===== src/rtl/alu_share_arbiter.sv =====
// Round-robin arbiter/sequencer sharing one registered ALU between two requesters.
// Optional grant statistics counters (gnt_cnt0/gnt_cnt1) are enabled with `define ARB_STATS_EN.
module alu_share_arbiter #(
    parameter int WIDTH   = 8,
    parameter int ALU_LAT = 1
) (
    input  logic               clk,
    input  logic               rst,
    input  logic               r0_valid,
    output logic               r0_ready,
    input  logic [1:0]         r0_ctrl,
    input  logic [WIDTH-1:0]   r0_a,
    input  logic [WIDTH-1:0]   r0_b,
    input  logic               r1_valid,
    output logic               r1_ready,
    input  logic [1:0]         r1_ctrl,
    input  logic [WIDTH-1:0]   r1_a,
    input  logic [WIDTH-1:0]   r1_b,
    output logic [1:0]         alu_ctrl,
    output logic [WIDTH-1:0]   alu_a,
    output logic [WIDTH-1:0]   alu_b,
    input  logic [2*WIDTH-1:0] alu_out,
    output logic               resp_valid,
    input  logic               resp_ready,
    output logic               resp_id,
    output logic [2*WIDTH-1:0] resp_data,
`ifdef ARB_STATS_EN
    output logic [7:0]         gnt_cnt0,
    output logic [7:0]         gnt_cnt1,
`endif
    output logic               busy
);

    localparam int CW = (ALU_LAT < 1) ? 1 : $clog2(ALU_LAT + 1);

    typedef enum logic [1:0] {
        IDLE = 2'd0,
        EXEC = 2'd1,
        RESP = 2'd2
    } state_t;

    state_t        state, state_nx;
    logic          rr;
    logic          id_q;
    logic [CW-1:0] cnt;
    logic          gnt_any, gnt_id, accept, exec_done, resp_done;

    // Grant is purely combinational; rr only breaks ties when both are valid.
    always_comb begin
        gnt_any   = r0_valid | r1_valid;
        gnt_id    = (r0_valid && r1_valid) ? rr : r1_valid;
        accept    = (state == IDLE) && gnt_any;
        exec_done = (state == EXEC) && (cnt == CW'(ALU_LAT));
        resp_done = (state == RESP) && resp_ready;
        state_nx  = state;
        case (state)
            IDLE:    if (accept)    state_nx = EXEC;
            EXEC:    if (exec_done) state_nx = RESP;
            RESP:    if (resp_done) state_nx = IDLE;
            default: state_nx = IDLE;
        endcase
    end

    // Ready is gated by rst so nothing looks accepted while reset is held.
    assign r0_ready   = rst && accept && !gnt_id;
    assign r1_ready   = rst && accept &&  gnt_id;
    assign resp_valid = (state == RESP);
    assign busy       = (state != IDLE);

    always_ff @(posedge clk or negedge rst) begin
        if (!rst) state <= IDLE;
        else      state <= state_nx;
    end

    always_ff @(posedge clk or negedge rst) begin
        if (!rst) begin
            rr        <= 1'b0;
            id_q      <= 1'b0;
            cnt       <= '0;
            alu_ctrl  <= '0;
            alu_a     <= '0;
            alu_b     <= '0;
            resp_data <= '0;
            resp_id   <= 1'b0;
        end else if (accept) begin
            alu_ctrl <= gnt_id ? r1_ctrl : r0_ctrl;
            alu_a    <= gnt_id ? r1_a    : r0_a;
            alu_b    <= gnt_id ? r1_b    : r0_b;
            id_q     <= gnt_id;
            rr       <= ~gnt_id;
            cnt      <= '0;
        end else if (state == EXEC) begin
            // alu_* stay untouched here so the ALU sees stable operands.
            cnt <= cnt + 1'b1;
            if (exec_done) begin
                resp_data <= alu_out;
                resp_id   <= id_q;
            end
        end
    end

`ifdef ARB_STATS_EN
    always_ff @(posedge clk or negedge rst) begin
        if (!rst) begin
            gnt_cnt0 <= '0;
            gnt_cnt1 <= '0;
        end else if (accept) begin
            if (!gnt_id && gnt_cnt0 != 8'hFF) gnt_cnt0 <= gnt_cnt0 + 8'd1;
            if ( gnt_id && gnt_cnt1 != 8'hFF) gnt_cnt1 <= gnt_cnt1 + 8'd1;
        end
    end
`endif

endmodule


===== config.mk =====
export PLATFORM = sky130hd
export DESIGN_NAME = alu_share_arbiter
export DESIGN_NICKNAME = d
export VERILOG_FILES = /design/src/rtl/alu_share_arbiter.sv
export SDC_FILE = /design/constraint.sdc
export NUM_CORES = 1
export LEC_CHECK = 0
export CORE_MARGIN = 2
export CORE_UTILIZATION = 35
export CTS_CLUSTER_DIAMETER = 80
export DETAILED_ROUTE_END_ITERATION = 16
export PLACE_DENSITY = 0.84
export SETUP_SLACK_MARGIN = 0.15
export SLEW_MARGIN = 20
export SYNTH_ARGS = -nofsm -noshare
export SYNTH_HDL_FRONTEND = slang
export SYNTH_SLANG_ARGS = --single-unit
export TNS_END_PERCENT = 10

===== constraint.sdc =====
create_clock -name clk -period 1.2 [get_ports clk]
set_input_delay 0.12 -clock clk [delete_from_list [all_inputs] [get_ports clk]]
set_output_delay 0.12 -clock clk [all_outputs]
set_load 0.005 [all_outputs]

**Word level (Yosys, flattened, before mapping)**

Cells that the tools add are included.

- Bits in registers: 40
- Input port bits: 57
- Output and inout port bits: 39
- Word-level logic and storage cells: 41

- Add/subtract/negate cells: 1
- Equality and inequality tests: 5
- Muxes and demuxes: 10
- Bitwise gates (word level): 3
- Reduce and logical (&&, ||, !) cells: 13

Operators by type and width:

| kind | number |
|---|---|
| 8-bit 2-to-1 mux | 2 |
| 2-bit 2-to-1 mux | 4 |
| 1-bit logical AND | 7 |
| 2-bit one-hot mux with 3 select lines | 1 |
| 3-bit AND reduction | 2 |
| 2-bit inequality test (second input constant) | 2 |
| 2-bit nonzero test | 2 |
| 1-bit 2-to-1 mux | 3 |
| 2-bit by 1-bit == test with 1-bit output (second input constant) | 1 |
| 2-bit == test (second input constant) | 1 |
| 2-bit logical NOT | 1 |
| 2-bit by 1-bit inequality test with 1-bit output (second input constant) | 1 |
| 1-bit inverter | 2 |
| 1-bit adder (second input constant) | 1 |
| 1-bit logical NOT | 1 |
| 1-bit bitwise OR | 1 |

**Longest topological paths before layout**

- Depth after elaboration: 4
- Depth in mapped cells: 5
- Mapped depth without buffers: 4

**Least setup slack after synthesis**

OpenSTA, ideal clock, no wires.

- Path kind: reg2reg
- Start point: register state[1]
- End point: register resp_data[10]
- Data arrival time: 1.064 ns
- Required time: 1.075 ns
- Setup slack: 0.011 ns
- Cell stages (with the launch flop): 4
- Path buffers: 1
- Cells stage by stage: dfrtp_1 -> nand3b_4 -> buf_6 -> mux2_4

- Cells in the longest elaborated chain, start to end: 4
- Elaborated cells between the ends (all ways): 6

Ends and longest elaborated chain:

| item | RTL line | RTL |
|---|---|---|
| start, declared | 42 | `state_t state, state_nx;` |
| start signal, assigned | 72 | `else state <= state_nx;` |
| 2-bit logical NOT | 52 | `accept = (state == IDLE) && gnt_any;` |
| 1-bit logical AND | 52 |  |
| 1-bit inverter (no source line) | n/a |  |
| 3-bit AND reduction (no source line) (*) | n/a |  |
| end signal, assigned | 96 | `resp_data <= alu_out;` |
| end, declared | 26 | `output logic [2*WIDTH-1:0] resp_data,` |

Every way passes the cells marked *; elsewhere a longest branch is shown, timed or not.
A chain may end at the register's enable or synchronous reset.

**Final worst setup path**

- Start point: register state[1]
- End point: output port r1_ready

- Cells in the longest elaborated chain, start to end: 4

Ends and longest elaborated chain:

| item | RTL line | RTL |
|---|---|---|
| 2-bit logical NOT | 52 |  |
| 1-bit logical AND | 52 |  |
| 1-bit logical AND (2 in series) | 66 | `assign r1_ready = rst && accept && gnt_id;` |
| end, declared | 15 | `output logic r1_ready,` |

Every way passes these cells.

==> results by stage <==
STA:
- The headroom to the max-slew limit is 66.03%.
- The final max-slew violation count is 0.
- The final critical path takes up 119.2% of the cycle.
- In the post-route analysis, the smallest setup slack over all paths is -0.2303 ns.
- The total count of hold-check failures in the final report is 0.
- Setup repair after global routing could not meet its margin everywhere.
- On the final layout, the worst clock skew is 0.008065 ns.
- The maximum clock rate is 0.6992 GHz.
- The routed design could run at a clock period as short as 1.430 ns.
- In the final timing run, aggregate negative setup slack is -4.966 ns.
- The number of setup violations in the final report is 40.
- For the pin with the worst max-slew slack, the measured transition is 0.5096 ns.

Setup path:
- STA puts the critical path data arrival time at 1.31 ns.
- The critical path goes through nor2_2 -> buf_4 -> nand3_2 -> nor2_2 -> buf_2.
- Setup slack on the worst reg-to-reg path comes out at -0.20 ns.
- The worst setup path is launched from a flip-flop.
- The startpoint of the lowest-slack register-to-register path is state[1].
- STA puts the critical path data required time at 1.08 ns.
- The critical path is of the flip-flop to output port type.
- On the worst path, the slowest cell contributes a delay of 0.40 ns.
- The library cell contributing the largest single delay on the critical path is sky130_fd_sc_hd__dfrtp_1.
- The worst setup path is captured at an output port.
- In this run the worst path has a maximum fanout of 2.
- The worst register-to-register path ends at resp_data[8].
- Counting cells, the worst reg-to-reg path comes to 5.
- Among the stages of the critical path, the cell type that occurs most often is sky130_fd_sc_hd__nor2_2.

Synthesis:
- The number of nets in the synthesized netlist is 217.
- In the synthesized netlist, the cells that appear most often are 40 x sky130_fd_sc_hd__dfrtp_1, 39 x sky130_fd_sc_hd__inv_1, 22 x sky130_fd_sc_hd__o21ai_0, 18 x sky130_fd_sc_hd__o221ai_1, 9 x sky130_fd_sc_hd__mux2_4.
- Yosys printed 0 warnings.
- The most frequent cell after synthesis is sky130_fd_sc_hd__dfrtp_1.
- The sequential element share of the synthesized area is 56.26%.
- The synthesized design devotes to its leading area cell type 56.26% of total area.
- The register bit count reported by yosys is 40.
- Summed over all instances, the cell type with the most area after synthesis is sky130_fd_sc_hd__dfrtp_1.
- Synthesis handed over a netlist of 160 instances.
- The mapped netlist covers 1779 um^2.
- After synthesis, the cell types taking the most area are sky130_fd_sc_hd__dfrtp_1 56%, sky130_fd_sc_hd__o221ai_1 8.9%, sky130_fd_sc_hd__inv_1 8.2%.
- The number of synthesized flops with an enable pin is 0.
- Synthesis instantiated 19 different standard cells from the library.
- The prevailing post-synth register cell is sky130_fd_sc_hd__dfrtp_1.
- Averaged over all synthesized cells, the footprint is 11.12 um^2.
- The async set-reset flop share out of synthesis is 100.0%.

Route:
- In the routed design, unresolved DRC markers number 0.
- The count of nets left with antenna violations once routing finished came out at 0.
- After detailed routing, the average wire length per cell comes to 14.42 um.
- The total routed wire length on the met1 layer is 1.963 mm.
- The routed design uses 471 um of met3 wire.
- The amount of wire on met2 after detailed routing is 2.415 mm.
- The routed wire length is 4.888 mm.
- The number of DRC markers in iteration 0 is 48.
- The first-pass iteration count of the detailed router is 4.
- Dividing the detail-routed via count by the number of cells gives 4.779.
- The final route contains 1,620 vias.
- Signal routing reaches up to met4.

Global route:
- The total congestion overflow is 0.
- Global routing used 18.10% of the available tracks.
- The first global-routing pass estimated 7.803 mm of wire.
- The number of global-route vias before repair was 1,724.
- Entering global routing, the biggest net connects 41 pins.
- The initial antenna violation count came to 0.

Die:
- The floorplan step defined a die boundary enclosing 5670 um^2.
- The die is 75.30 um wide.
- The standard cell core area is 4817 um^2.
- Row generation in the floorplan step produced 25 rows.
- In this run the vertical extent of the chip is 75.30 um.
- During I/O placement, the number of pins put on the boundary was 96.
- The initial utilization of the core area, before any placement, comes to 36.94%.

Power:
- The peak supply drop is 1.393 mV.
- In this run the static leakage power is 1.503 nW.
- For this design the ratio of total power to cell area is 2327 nW/um^2.
- Total power for the finished layout comes to 0.007142 W.

Clocking:
- In this run the deepest clock path goes through 2 buffers.
- The number of clock sinks is 40.
- The cell at the root of the clock tree is sky130_fd_sc_hd__clkbuf_8.
- The CTS buffer count is 5.
- The level count of the clock H-tree is 2.
- TritonCTS built the clock tree.
- The clock transition at the registers of the reported paths is 0.08 ns.
- The clock network latency to the later pin of the worst-skew pair is 0.29 ns.

Status:
- The checks that failed: setup timing.
- The run finished, with violations left.

Layout:
- The area growth from synthesis to layout is 72.50%.
- The filler cells instantiated in the layout total 420.
- The share of layout cells above drive strength 1 is 27.21%.
- The repair_antennas step left the layout with diodes totalling 0.
- The number of nets in the final layout is 329.

Placement:
- Input and output buffers added on the ports amount to 95.
- The final weighted congestion in routability-driven placement is 0.7020.
- The placed wire-length estimate after detailed placement is 3.418 mm.

Hold path:
- Counting instances, the worst hold path has a depth of 2.
- The critical hold path startpoint is resp_ready.
- In this run the worst hold path is classified as input pin to flip-flop.
- The worst hold path terminates at state[1].

Job:
- The count of maximum capacitance violations is 0.
## logic make-up after synthesis
family	count (synthesis)	share of synthesized area, %
multiplexers	17	12.66
buffers and inverters	48	10.83
AND/OR/NAND/NOR	13	4.431
AO/OA/AOI/OAI	42	15.82
flip-flops	40	56.26
## how the worst max path moves through the flow
stage | cells after the start | end | slack, ns | start
global placement | 5 | r1_ready | -0.28 | r0_valid
global route | 5 | r1_ready | -0.32 | state[1]
floorplan | 3 | resp_data[10] | 0.01 | state[1]
finish | 5 | r1_ready | -0.23 | state[1]
detailed placement | 5 | r1_ready | -0.29 | r0_valid
CTS | 5 | r0_ready | -0.19 | state[0]
## where the power goes
part	internal, W	switching, W
Sequential	0.00202	0.000391
Combinational	0.00212	0.00132
Clock	0.000819	0.000463
Total	0.00497	0.00218
## flip-flops by register name, indices dropped and copies added, names as in the netlist, 2 cells and up
register   cells
alu_a          8
alu_b          8
alu_ctrl       2
resp_data     16
state          2
## timing repair
action,4_1_cts,5_1_grt
endpoints found under the hold margin,40,0
buffers inserted,6,1
resized for setup,114,22
endpoints found under the setup margin,77,57
cloned,1,0
pin swaps,7,4
hold buffers,1,0
## through the flow
step	utilization (%)	hold WS (ns)	cells	setup slack (ns)	area, um^2
detailed placement	59.43	0.2873	323	-0.2889	2863
finish	63.71	0.4073	339	-0.2303	3069
global placement	59.43	0.2869	323	-0.2790	2863
floorplan	-	-0.1756	160	0.01101	1779
global route	63.71	0.4052	339	-0.3155	3069
CTS	64.29	0.4058	338	-0.1936	3097
## layer usage
| layer | vias to the layer above | GRT usage (%) |
|---|---|---|
| met5 | - | 0 |
| met4 | 0 | 3.509 |
| met3 | 6 | 7.407 |
| met2 | 67 | 31.01 |
| met1 | 787 | 21.63 |
| li1 | 760 | - |
## cells in the final DEF, fill, tap and decap left out, drive strengths merged, types with 2 or more instances in the layout
master          n
buf            23
bufinv          2
clkbuf         17
clkdlybuf4s15  23
clkdlybuf4s50  55
dfrtp          40
inv            39
mux2           17
nand2           3
nand2b          2
nand3           2
nor2            4
o21ai          22
o221ai         18
## worst max-delay path: cells and delay by family (launching register included)
family                 cells  cell delay (ns)
DFF                        1             0.40
and+or+nand+nor            3             0.36
buffers and inverters      2             0.27
## final cells by class
cell class,instances,area [um^2],share of cell area (%)
Clock buffer,5,68.82,2.242
Clock inverter,2,60.06,1.957
Inverter,39,146.4,4.770
Multi-Input combinational cell,72,635.6,20.71
Sequential cell,40,1001,32.61
Tap cell,67,83.83,2.731
Timing Repair Buffer,114,1074,34.98
(Power assumes the default switching activity.)
